**config.mk**
```make
export PLATFORM = sky130hd
export DESIGN_NAME = alu_muldiv_sequencer
export DESIGN_NICKNAME = d
export VERILOG_FILES = /design/src/rtl/mips_alu_pkg.sv /design/src/rtl/alu_muldiv_sequencer.sv
export SDC_FILE = /design/constraint.sdc
export NUM_CORES = 1
export LEC_CHECK = 0
export CELL_PAD_IN_SITES_DETAIL_PLACEMENT = 0
export CELL_PAD_IN_SITES_GLOBAL_PLACEMENT = 1
export CORE_AREA = 2 2 164 166
export CTS_BUF_LIST = sky130_fd_sc_hd__clkbuf_4 sky130_fd_sc_hd__clkbuf_8
export DETAILED_ROUTE_END_ITERATION = 8
export DIE_AREA = 0 0 166 168
export HOLD_SLACK_MARGIN = 0.12
export PLACE_DENSITY = 0.82
export SYNTH_ARGS = -nofsm -noshare
export SYNTH_HDL_FRONTEND = slang
export SYNTH_SLANG_ARGS = --single-unit
```
**constraint.sdc**
```tcl
create_clock -name clk -period 2.3 [get_ports clk]
set_clock_uncertainty 0.2 [all_clocks]
set_input_delay 0.46 -clock clk [delete_from_list [all_inputs] [get_ports clk]]
set_output_delay 0.46 -clock clk [all_outputs]
set_load 0.05 [all_outputs]
```
**src/rtl/mips_alu_pkg.sv**
```systemverilog
// Shared ALU select constants, mul/div op codes and sequencer state encoding
// for the MIPS execute-stage datapath.
package mips_alu_pkg;

   localparam logic [3:0] ALU_ADD = 4'b0000;
   localparam logic [3:0] ALU_SUB = 4'b1000;

   localparam logic MD_MULTU = 1'b0;
   localparam logic MD_DIVU  = 1'b1;

   typedef enum logic [1:0] {
      ST_IDLE     = 2'd0,
      ST_MUL_STEP = 2'd1,
      ST_DIV_STEP = 2'd2,
      ST_DONE     = 2'd3
   } md_state_e;

endpackage

```
**src/rtl/alu_muldiv_sequencer.sv**
```systemverilog
// Multi-cycle unsigned MULTU/DIVU sequencer that borrows the shared ALU for
// one add or subtract per iteration and produces the HI/LO result pair.
module alu_muldiv_sequencer
   import mips_alu_pkg::*;
#(
   parameter int unsigned N = 32
) (
   input  logic         clk,
   input  logic         rst_n,
   input  logic         start,
   input  logic         op,
   input  logic [N-1:0] src_a,
   input  logic [N-1:0] src_b,
   output logic         busy,
   output logic         done,
   output logic [N-1:0] hi,
   output logic [N-1:0] lo,
   output logic         div_by_zero,
   output logic [3:0]   alu_sel,
   output logic [N-1:0] alu_a,
   output logic [N-1:0] alu_b,
   input  logic [N-1:0] alu_out,
   input  logic         alu_cout
);

   localparam int unsigned CW = (N > 1) ? $clog2(N) : 1;

   md_state_e      state_q, state_d;
   logic [CW-1:0]  cnt_q, cnt_d;
   // rh: acc / rem, rl: mlo / quo, rb: mcand / dvs
   logic [N-1:0]   rh_q, rh_d;
   logic [N-1:0]   rl_q, rl_d;
   logic [N-1:0]   rb_q, rb_d;
   logic [N-1:0]   hi_q, hi_d;
   logic [N-1:0]   lo_q, lo_d;
   logic           dbz_q, dbz_d;
   logic           busy_q, busy_d;
   logic           done_q, done_d;

   logic [N-1:0]   div_sh;
   logic           div_msb;

   assign div_sh  = {rh_q[N-2:0], rl_q[N-1]};
   assign div_msb = rh_q[N-1];

   // Kept apart from the next-state logic so the external ALU path
   // (alu_a/alu_b -> alu_out) never looks like a loop through one block.
   always_comb begin
      alu_sel = ALU_ADD;
      alu_a   = '0;
      alu_b   = '0;
      case (state_q)
         ST_MUL_STEP: begin
            alu_sel = ALU_ADD;
            alu_a   = rh_q;
            alu_b   = rl_q[0] ? rb_q : '0;
         end
         ST_DIV_STEP: begin
            alu_sel = ALU_SUB;
            alu_a   = div_sh;
            alu_b   = rb_q;
         end
         default: ;
      endcase
   end

   always_comb begin
      state_d = state_q;
      cnt_d   = cnt_q;
      rh_d    = rh_q;
      rl_d    = rl_q;
      rb_d    = rb_q;
      hi_d    = hi_q;
      lo_d    = lo_q;
      dbz_d   = dbz_q;
      case (state_q)
         ST_IDLE: begin
            if (start) begin
               rh_d  = '0;
               rl_d  = src_a;
               rb_d  = src_b;
               cnt_d = CW'(N - 1);
               dbz_d = 1'b0;
               if (op == MD_MULTU) begin
                  state_d = ST_MUL_STEP;
               end else if (src_b == '0) begin
                  state_d = ST_DONE;
                  hi_d    = src_a;
                  lo_d    = '1;
                  dbz_d   = 1'b1;
               end else begin
                  state_d = ST_DIV_STEP;
               end
            end
         end
         ST_MUL_STEP: begin
            {rh_d, rl_d} = {alu_cout, alu_out, rl_q[N-1:1]};
            cnt_d        = cnt_q - 1'b1;
            if (cnt_q == '0) begin
               state_d = ST_DONE;
               hi_d    = rh_d;
               lo_d    = rl_d;
            end
         end
         ST_DIV_STEP: begin
            // msb set means the shifted remainder is >= 2^N, so it always fits the divisor
            if (div_msb | alu_cout) begin
               rh_d = alu_out;
               rl_d = {rl_q[N-2:0], 1'b1};
            end else begin
               rh_d = div_sh;
               rl_d = {rl_q[N-2:0], 1'b0};
            end
            cnt_d = cnt_q - 1'b1;
            if (cnt_q == '0) begin
               state_d = ST_DONE;
               hi_d    = rh_d;
               lo_d    = rl_d;
            end
         end
         ST_DONE: begin
            state_d = ST_IDLE;
         end
         default: begin
            state_d = ST_IDLE;
         end
      endcase
      busy_d = (state_d != ST_IDLE);
      done_d = (state_d == ST_DONE);
   end

   always_ff @(posedge clk or negedge rst_n) begin
      if (!rst_n) begin
         state_q <= ST_IDLE;
         cnt_q   <= '0;
         rh_q    <= '0;
         rl_q    <= '0;
         rb_q    <= '0;
         hi_q    <= '0;
         lo_q    <= '0;
         dbz_q   <= 1'b0;
         busy_q  <= 1'b0;
         done_q  <= 1'b0;
      end else begin
         state_q <= state_d;
         cnt_q   <= cnt_d;
         rh_q    <= rh_d;
         rl_q    <= rl_d;
         rb_q    <= rb_d;
         hi_q    <= hi_d;
         lo_q    <= lo_d;
         dbz_q   <= dbz_d;
         busy_q  <= busy_d;
         done_q  <= done_d;
      end
   end

   assign busy        = busy_q;
   assign done        = done_q;
   assign hi          = hi_q;
   assign lo          = lo_q;
   assign div_by_zero = dbz_q;

endmodule

```
==> key figures <==
Status
  • Status: finished, violations left
  • Violated checks: setup timing

Power
  • Power Density: 1655 nW/µm²
  • Worst-case vdd ir drop: 975.4 µV
  • Lkg Pwr: 6.388 nW

Routing
  • Initial drt markers: 537
  • Routed length per instance: 20.26 µm
  • 1st-pass router iterations: 5
  • Vias: 7892
  • Vias per cell: 5.220
  • Detail Route Antenna Nets: 0
  • WL final: ~30 mm
  • DRC: 0

Synthesis
  • Primary FF master, synth: dfrtp_1
  • Syn. warnings: 0
  • Synthesis-stage register bit count: 170
  • Syn Area/Cell: 10.39 µm²
  • Post-Syn Instances: ~860
  • Netlist Area Pre-Place: 8980 µm²
  • Cell variety after synth: 36
  • Number of flops mapped to enable cells by yosys: 0
  • Seq/Total Area, Yosys: 47.37%
  • Asr flop ratio synth: 100.0%

Placement
  • Port Buffers: 232
  • HPWL Detailed: 18.15 mm
  • Setup Slack @ Placement: -0.5267 ns
  • Gpl congestion: 0.7839
  • # placed instances: 1431

Global route
  • Largest net degree at the start of global routing: 84
  • GRT overflow: 0
  • First-pass GRT wire length: about 46 mm
  • Initial antenna violation count: 0
  • Tot GR Track Use: between 20% and 30%
  • Vias in the first global route: 7899

CTS
  • Htree depth: 4
  • Longest Clk Path Bufs: 2
  • Clock Latency Late Sink: 0.48 ns
  • CTS Buf Count: 17
  • Clock root buffer: clkbuf_8
  • CTS Sinks: 170
  • Clock transition at the registers of the reported paths: around 0.10 ns
  • CTS tree: built

STA
  • Final setup margin: -0.3575 ns
  • Setup Total Neg Slack: -28.07 ns
  • Crit share post-route: 115.5%
  • Final setup vio count: 130
  • Final slew viol count: 0
  • Worst hold margin: 0.1745 ns
  • Slew headroom: 63.48%
  • Slew @ Worst Pin: 0.5477 ns
  • Hold Fails Final Rpt: 0
  • Fmax achieved: 376.3 MHz
  • Final Critical Period: 2.658 ns
  • Unrepaired setup endpoints after global routing: true

Worst setup path
  • Critical Path Sink Type: output pin
  • WP data required: 1.64 ns
  • Reg2reg path depth: 10
  • Critical Path Max Stage Delay: 0.43 ns
  • Slowest CP cell: dfrtp_1
  • CP Max Fanout: 16
  • Reg2reg setup slack: -0.16 ns
  • RR Startpoint: state_q[0]
  • Crit start category: register
  • Most frequent CP cell: buf_12
  • Setup CP Type: reg -> out
  • R2R Path End: lo[13]
  • CP bufs+invs: 3
  • Worst Path Arrival: 2.00 ns
  • Worst path cell trace: inv_2, ha_4, a21oi_4, nor2b_4, buf_12, and2_4, buf_12
  • CP delay by family, top: flip-flops

Final layout
  • Fin util: 55.23%
  • Post-layout nets: about 1300
  • Layout cells sized above 1: 38.34%
  • Final Instance Count excl. Fillers: 1512
  • Ant diodes: 0
  • Synth-to-layout area growth: 62.07%

Worst hold path
  • Min-Delay Endpoint: rb_q[27]
  • Worst hold path depth: 2
  • HP Start: src_b[27]
  • Hold Path Class: in -> reg

Die
  • I/O Pins: 236
  • Core area: between 20000 and 30000 µm²
  • Die Wd: 166 µm
  • Die ar.: 27890 µm²
  • Row count: 60
  • Initial Util: 34.08%
  • Die Y: 168 µm

Flow run
  • Max cap viols: 0
[how the worst max path moves through the flow]
stage,startpoint,endpoint,slack (ns),cells after the start
finish,state_q[0],alu_b[19],-0.36,7
floorplan,state_q[1],alu_a[0],0.003,6
global placement,src_b[9],hi[27],-0.53,9
detailed placement,src_b[9],hi[1],-0.53,9
global route,state_q[0],alu_b[7],-0.45,7
CTS,state_q[0],alu_a[28],-0.40,7
[cell usage in the layout, fill, tap and decap left out, types with 32 or more instances in the layout]
cell,instances
clkdlybuf4s50_1,76
dfrtp_1,170
a22oi_1,32
o21ai_0,39
mux2_4,65
buf_12,87
nand3_1,36
a21oi_1,36
mux2_2,62
buf_4,64
dlygate4sd2_1,86
and2_4,33
nand2_1,120
nor2_1,39
[flip-flops by register name (all words and copies together) (netlist names)]
name,count
rh_q,32
lo,32
state_q,2
hi,32
done,1
busy,1
rl_q,32
cnt_q,5
div_by_zero,1
rb_q,32
[metal layers]
layer	part of all wire, %	vias up	track usage (%)	wire, µm
li1	-	3672	-	-
met1	48	3924	29.66	14560
met2	47	265	33.23	14330
met3	4.3	31	3.244	1306
met4	1.4	0	5.520	440
met5	0	-	0	0
[power by group]
group / leakage, nW / internal (W) / switching (W)
Combinational: 4.17 / 0.00803 / 0.00862
Clock: 0.195 / 0.000826 / 0.00133
Sequential: 2.02 / 0.00435 / 0.000933
[kinds of logic (layout without fill, tap and decap cells)]
logic type,Yosys count,in the layout,share of synthesized area [%]
AOI/OAI and AO/OA,212,212,15.98
adders and majority gates,5,5,0.6967
buffers and inverters,83,388,4.333
DFF,170,170,47.37
muxes,127,127,18.43
other,1,3,0.04176
and+or+nand+nor,266,266,13.14
[through the flow]
step                total power, W  area [µm²]
finish                     0.02408       14550
global route               0.02532       14550
CTS                        0.02350       14270
detailed placement         0.01957       13240
global placement           0.01931       13240
floorplan                  0.01485        9558
[synth_stat cells, drive strengths merged, types with 2 or more instances]
master	instances	area (µm²)
nor4	9	62.56
buf	29	186.4
a21oi	37	185.2
dfrtp	170	4254
a21boi	31	232.7
o221ai	2	17.52
a22oi	33	247.7
nand2b	2	12.51
nand2	140	525.5
nor2b	3	18.77
clkbuf	47	176.4
and2	33	206.5
a31oi	3	18.77
o21ai	40	200.2
o211ai	31	232.7
nand3	36	180.2
inv	7	26.28
a22o	31	271.5
ha	5	62.56
nor2	39	146.4
mux2	127	1655
[final cells by class]
type | count | area, µm²
fillers | 2213 | 11800
clock buffers | 18 | 241.5
repair buffers | 349 | 4447
well taps | 341 | 426.7
flip-flops and latches | 170 | 4254
multi-input cells | 613 | 5017
clock inverters | 14 | 141.4
inverters | 7 | 26.28
[timing repair]
item / CTS / global route
hold buffers: 1 / 0
buffers inserted: 19 / 15
resized for setup: 123 / 47
endpoints found under the hold margin: 170 / 0
pin swaps: 20 / 16
setup endpoints to repair: 190 / 169
gates cloned: 15 / 8
Note: power is estimated with default switching activity, not from simulation.
==> variant 1: new RTL, config.mk and constraints unchanged <==
Change the parameter `N` from 32 to 16.
--- a/src/rtl/alu_muldiv_sequencer.sv
+++ b/src/rtl/alu_muldiv_sequencer.sv
@@ -4,5 +4,5 @@
    import mips_alu_pkg::*;
 #(
-   parameter int unsigned N = 32
+   parameter int unsigned N = 16
 ) (
    input  logic         clk,
Ports: changed (7 resized); port bits go from 236 to 124. No check against the original RTL was run, so the function may have changed too.
==> variant 1 against the original RTL <==
Sequential cell count shrank 81; setup slack better by 160 ps; the run still ends with setup timing left; fmax grew 6.6%; total power shrank 45%; register-to-register slack better by 180 ps; count of clock-buffer cells in the layout decreased by 7; critical path depth fell by 1; area after synthesis decreased by 45%; global-route usage down 8.5 points; synthesized cell count is 45% lower; sequential share of layout area is 1.4 points lower; final area is 45% lower; wire length shrank 43%; critical path type unchanged.
==> variant 1: results <==
export IMPL_status="complete, but fails checks"
export IMPL_violations="setup timing"
export IMPL_placed_cell_area_um2=7200
export IMPL_hpwl_mm=11.9
export IMPL_portBuffers=120
export IMPL_hold_class="flop to flop"
export IMPL_synth_area_leaders="dfrtp_1 45%, mux2_4 9.4%, a22oi_1 4.7%"
export IMPL_grt_pass1_vias=4419
export IMPL_dp_cells=931
export IMPL_ir_worst_vdd_mv=0.620
export IMPL_worstPathArrival_ps=1830
export IMPL_finalSetupTns_ps=-4790
export IMPL_ys_seq_area_share_pct=44.8
export IMPL_wl_mm=17.5
export IMPL_setup_viol=32
export IMPL_vias=4338
export IMPL_yosysUniqueCellTypes=39
export IMPL_cts_max_level=3
export IMPL_grt_pass1_wl_mm=26.7
export IMPL_setup_slack_ps=-193
export IMPL_r2r_end="lo[8]$_DFFE_PN0P_"
export IMPL_max_slew_margin_pct=61.0
export IMPL_syn_inst=474
export IMPL_nFillCells=2639
export IMPL_antenna_found_initial=3
export IMPL_grt_max_degree=40
export IMPL_power_leakage_nw=3.37
export IMPL_grt_total_usage_pct=12.3
variant 1: tightest hold or removal path: cells and delay by family, from the launching register on:
kind,cells,cell delay (ps)
flops,1,350
simple gates,1,40
compound gates,1,60
variant 1: cell type report:
type                       count  share of cell area [%]
multi-input combinational    341                    35.2
timing repair buffer         184                    28.7
sequential                    89                    27.8
tap                          341                    5.33
clock buffer                  11                    1.81
clock inverter                 5                   0.797
inverter                       5                   0.266
antenna                        2                  0.0625
variant 1: logic make-up after synthesis:
logic type | count (synthesis) | share of synthesized area [%]
AOI/OAI and AO/OA | 144 | 19.9
buffers and inverters | 46 | 4.93
DFF | 89 | 44.8
and+or+nand+nor | 140 | 15.6
adders and majority gates | 5 | 1.26
other | 1 | 0.0755
muxes | 49 | 13.4
variant 1: stage by stage:
step                hold slack (ps)  utilization [%]
CTS                             294             29.6
global route                    332             30.4
floorplan                     -35.6                -
detailed placement              273             27.3
finish                          286             30.4
global placement                280             27.3
variant 1: worst min-delay path by stage:
stage / endpoint / start / slack, ps / cells past startpoint
6_report: div_by_zero$_DFFE_PN0P_ / div_by_zero$_DFFE_PN0P_ / 290 / 2
5_1_grt: rb_q[6]$_DFFE_PN0P_ / rb_q[6]$_DFFE_PN0P_ / 330 / 1
4_1_cts: div_by_zero$_DFFE_PN0P_ / div_by_zero$_DFFE_PN0P_ / 290 / 2
3_5_place_dp: div_by_zero$_DFFE_PN0P_ / div_by_zero$_DFFE_PN0P_ / 270 / 2
3_3_place_gp: rb_q[3]$_DFFE_PN0P_ / rb_q[3]$_DFFE_PN0P_ / 280 / 1
2_1_floorplan: busy$_DFF_PN0_ / rst_n / -40 / 0
variant 1: metal layers:
| layer | routed length [µm] | share of wire, % | track usage [%] |
|---|---|---|---|
| met1 | 7790 | 45 | 16.7 |
| met2 | 8140 | 47 | 19.1 |
| met3 | 1230 | 7.0 | 3.22 |
| met4 | 301 | 1.7 | 4.12 |
| met5 | 0 | 0 | 0 |
variant 1: where the power goes:
group,internal (mW),switching [mW]
Sequential,2.34,0.618
Clock,0.553,0.630
Combinational,4.38,4.68
Total,7.27,5.93
variant 1: what timing repair did:
item                       in CTS  in global routing
setup endpoints to repair      58                 76
pin swaps                      23                  9
hold endpoints to repair       36                  0
buffers inserted               13                  6
gates cloned                    4                  5
gates resized for setup        41                  9
hold buffers                    1                  0
==> variant 2: new RTL, same flow settings <==
Without the edit above. Make the reset (`rst_n`) synchronous in one clocked block.
--- a/src/rtl/alu_muldiv_sequencer.sv
+++ b/src/rtl/alu_muldiv_sequencer.sv
@@ -130,5 +130,5 @@
    end
 
-   always_ff @(posedge clk or negedge rst_n) begin
+   always_ff @(posedge clk) begin
       if (!rst_n) begin
          state_q <= ST_IDLE;
Check against the original RTL: differs if rst_n is asserted again (counterexample within 4 cycles, from zero or initial values and one cycle with rst_n low); with rst_n held inactive, the same outputs for 4 cycles.
==> variant 2 against the original RTL <==
The run still ends with setup timing left; non-clock buffer count down 38; sequential cell count unchanged; worst hold slack better by 86 ps; wire length down 3.6%; via count up 8.8%; area after synthesis down 4.5%; sequential share of layout area down 3.9 points; final area down 7.6%; register-to-register slack better by 180 ps; setup slack better by 45 ps.
Power is not compared: it rests on default switching activity, and its combinational part moved more than twofold at a synthesized area within 25%.
==> variant 2: results <==
export IMPL_cts_setup_buffers=12
export IMPL_avgViaCountPerCell=5.25
export IMPL_multi_input_area_um2=5250
export IMPL_hpwl_mm=20.5
export IMPL_grt_pass1_vias=8357
export IMPL_nonClockInverterCount=8
export IMPL_wl_mm=29.5
export IMPL_multi_input_gates=772
export IMPL_antenna_found_initial=3
export IMPL_seq_cells=170
export IMPL_timing_reg2reg_setup_slack_ps=20
export IMPL_setup_slack_ps=-313
export IMPL_ys_seq_area_share_pct=39.7
export IMPL_worstPathMaxFanout=8
export IMPL_status="complete, but fails checks"
export IMPL_sh_seq_area_pct=25.3
export IMPL_placed_cell_area_um2=12600
export IMPL_syn_area_per_cell_um2=8.17
export IMPL_r2r_start="state_q[1]$_SDFF_PN0_"
export IMPL_grt_max_degree=105
export IMPL_cp_slowest_stage_delay_ps=370
export IMPL_r2r_end="lo[22]$_SDFFE_PN0P_"
export IMPL_cpLargestDelayFamily="buffers and inverters"
export IMPL_clockNetworkAreaShare_pct=2.87
export IMPL_drt_iter0_drc=480
export IMPL_nNonClkBuffers=311
export IMPL_hold_class="flop to flop"
export IMPL_antennaDiodeCount=1
export IMPL_synth_common_cells="228 x nand2_1, 170 x dfxtp_1, 75 x clkbuf_1"
export IMPL_min_to="rb_q[29]$_SDFFE_PN0P_"
export IMPL_setup_viol=65
export IMPL_hold_ws_ps=261
export IMPL_power_mw=14.0
export IMPL_dp_cells=1584
export IMPL_grt_total_usage_pct=20.7
export IMPL_synth_top_area_cell="dfxtp_1"
export IMPL_hold_path_startpoint="rb_q[29]$_SDFFE_PN0P_"
export IMPL_violations="setup timing"
export IMPL_multi_input_area_share_pct=39.0
export IMPL_synth_area_leaders="dfxtp_1 40%, nand2_1 10%, mux2i_1 7.5%"
export IMPL_clock_latency_ps=460
export IMPL_nets=1386
export IMPL_clkbuf_count=17
export IMPL_max_slew_margin_pct=63.0
export IMPL_slowest_stage="dfxtp_4"
export IMPL_finalSetupTns_ps=-14970
export IMPL_place_congestion=0.836
export IMPL_dp_worst_setup_slack_ps=-245
export IMPL_postCtsResizedCells=102
-- variant 2: logic make-up after synthesis --
| family | Yosys count | synth area share, % |
|---|---|---|
| other cells | 1 | 0.0437 |
| buf+inv | 109 | 5.61 |
| fa+ha+maj | 5 | 0.730 |
| flops | 170 | 39.7 |
| mux | 95 | 11.5 |
| compound gates | 313 | 24.4 |
| simple gates | 356 | 18.0 |
-- variant 2: worst max path at each step --
stage	from	to	slack, ps
after floorplan	state_q[1]$_SDFF_PN0_	alu_b[10]	7
after global placement	src_b[15]	hi[3]$_SDFFE_PN0P_	-210
after detailed placement	src_b[12]	lo[5]$_SDFFE_PN0P_	-240
after CTS	state_q[0]$_SDFF_PN0_	alu_b[28]	-320
after global routing	state_q[1]$_SDFF_PN0_	alu_b[22]	-390
final	state_q[1]$_SDFF_PN0_	alu_b[18]	-310
-- variant 2: metal layers --
layer,part of all wire (%),GRT usage [%]
met5,0.091,0
met4,1.1,4.76
met3,8.4,7.10
met2,46,33.3
met1,45,26.7
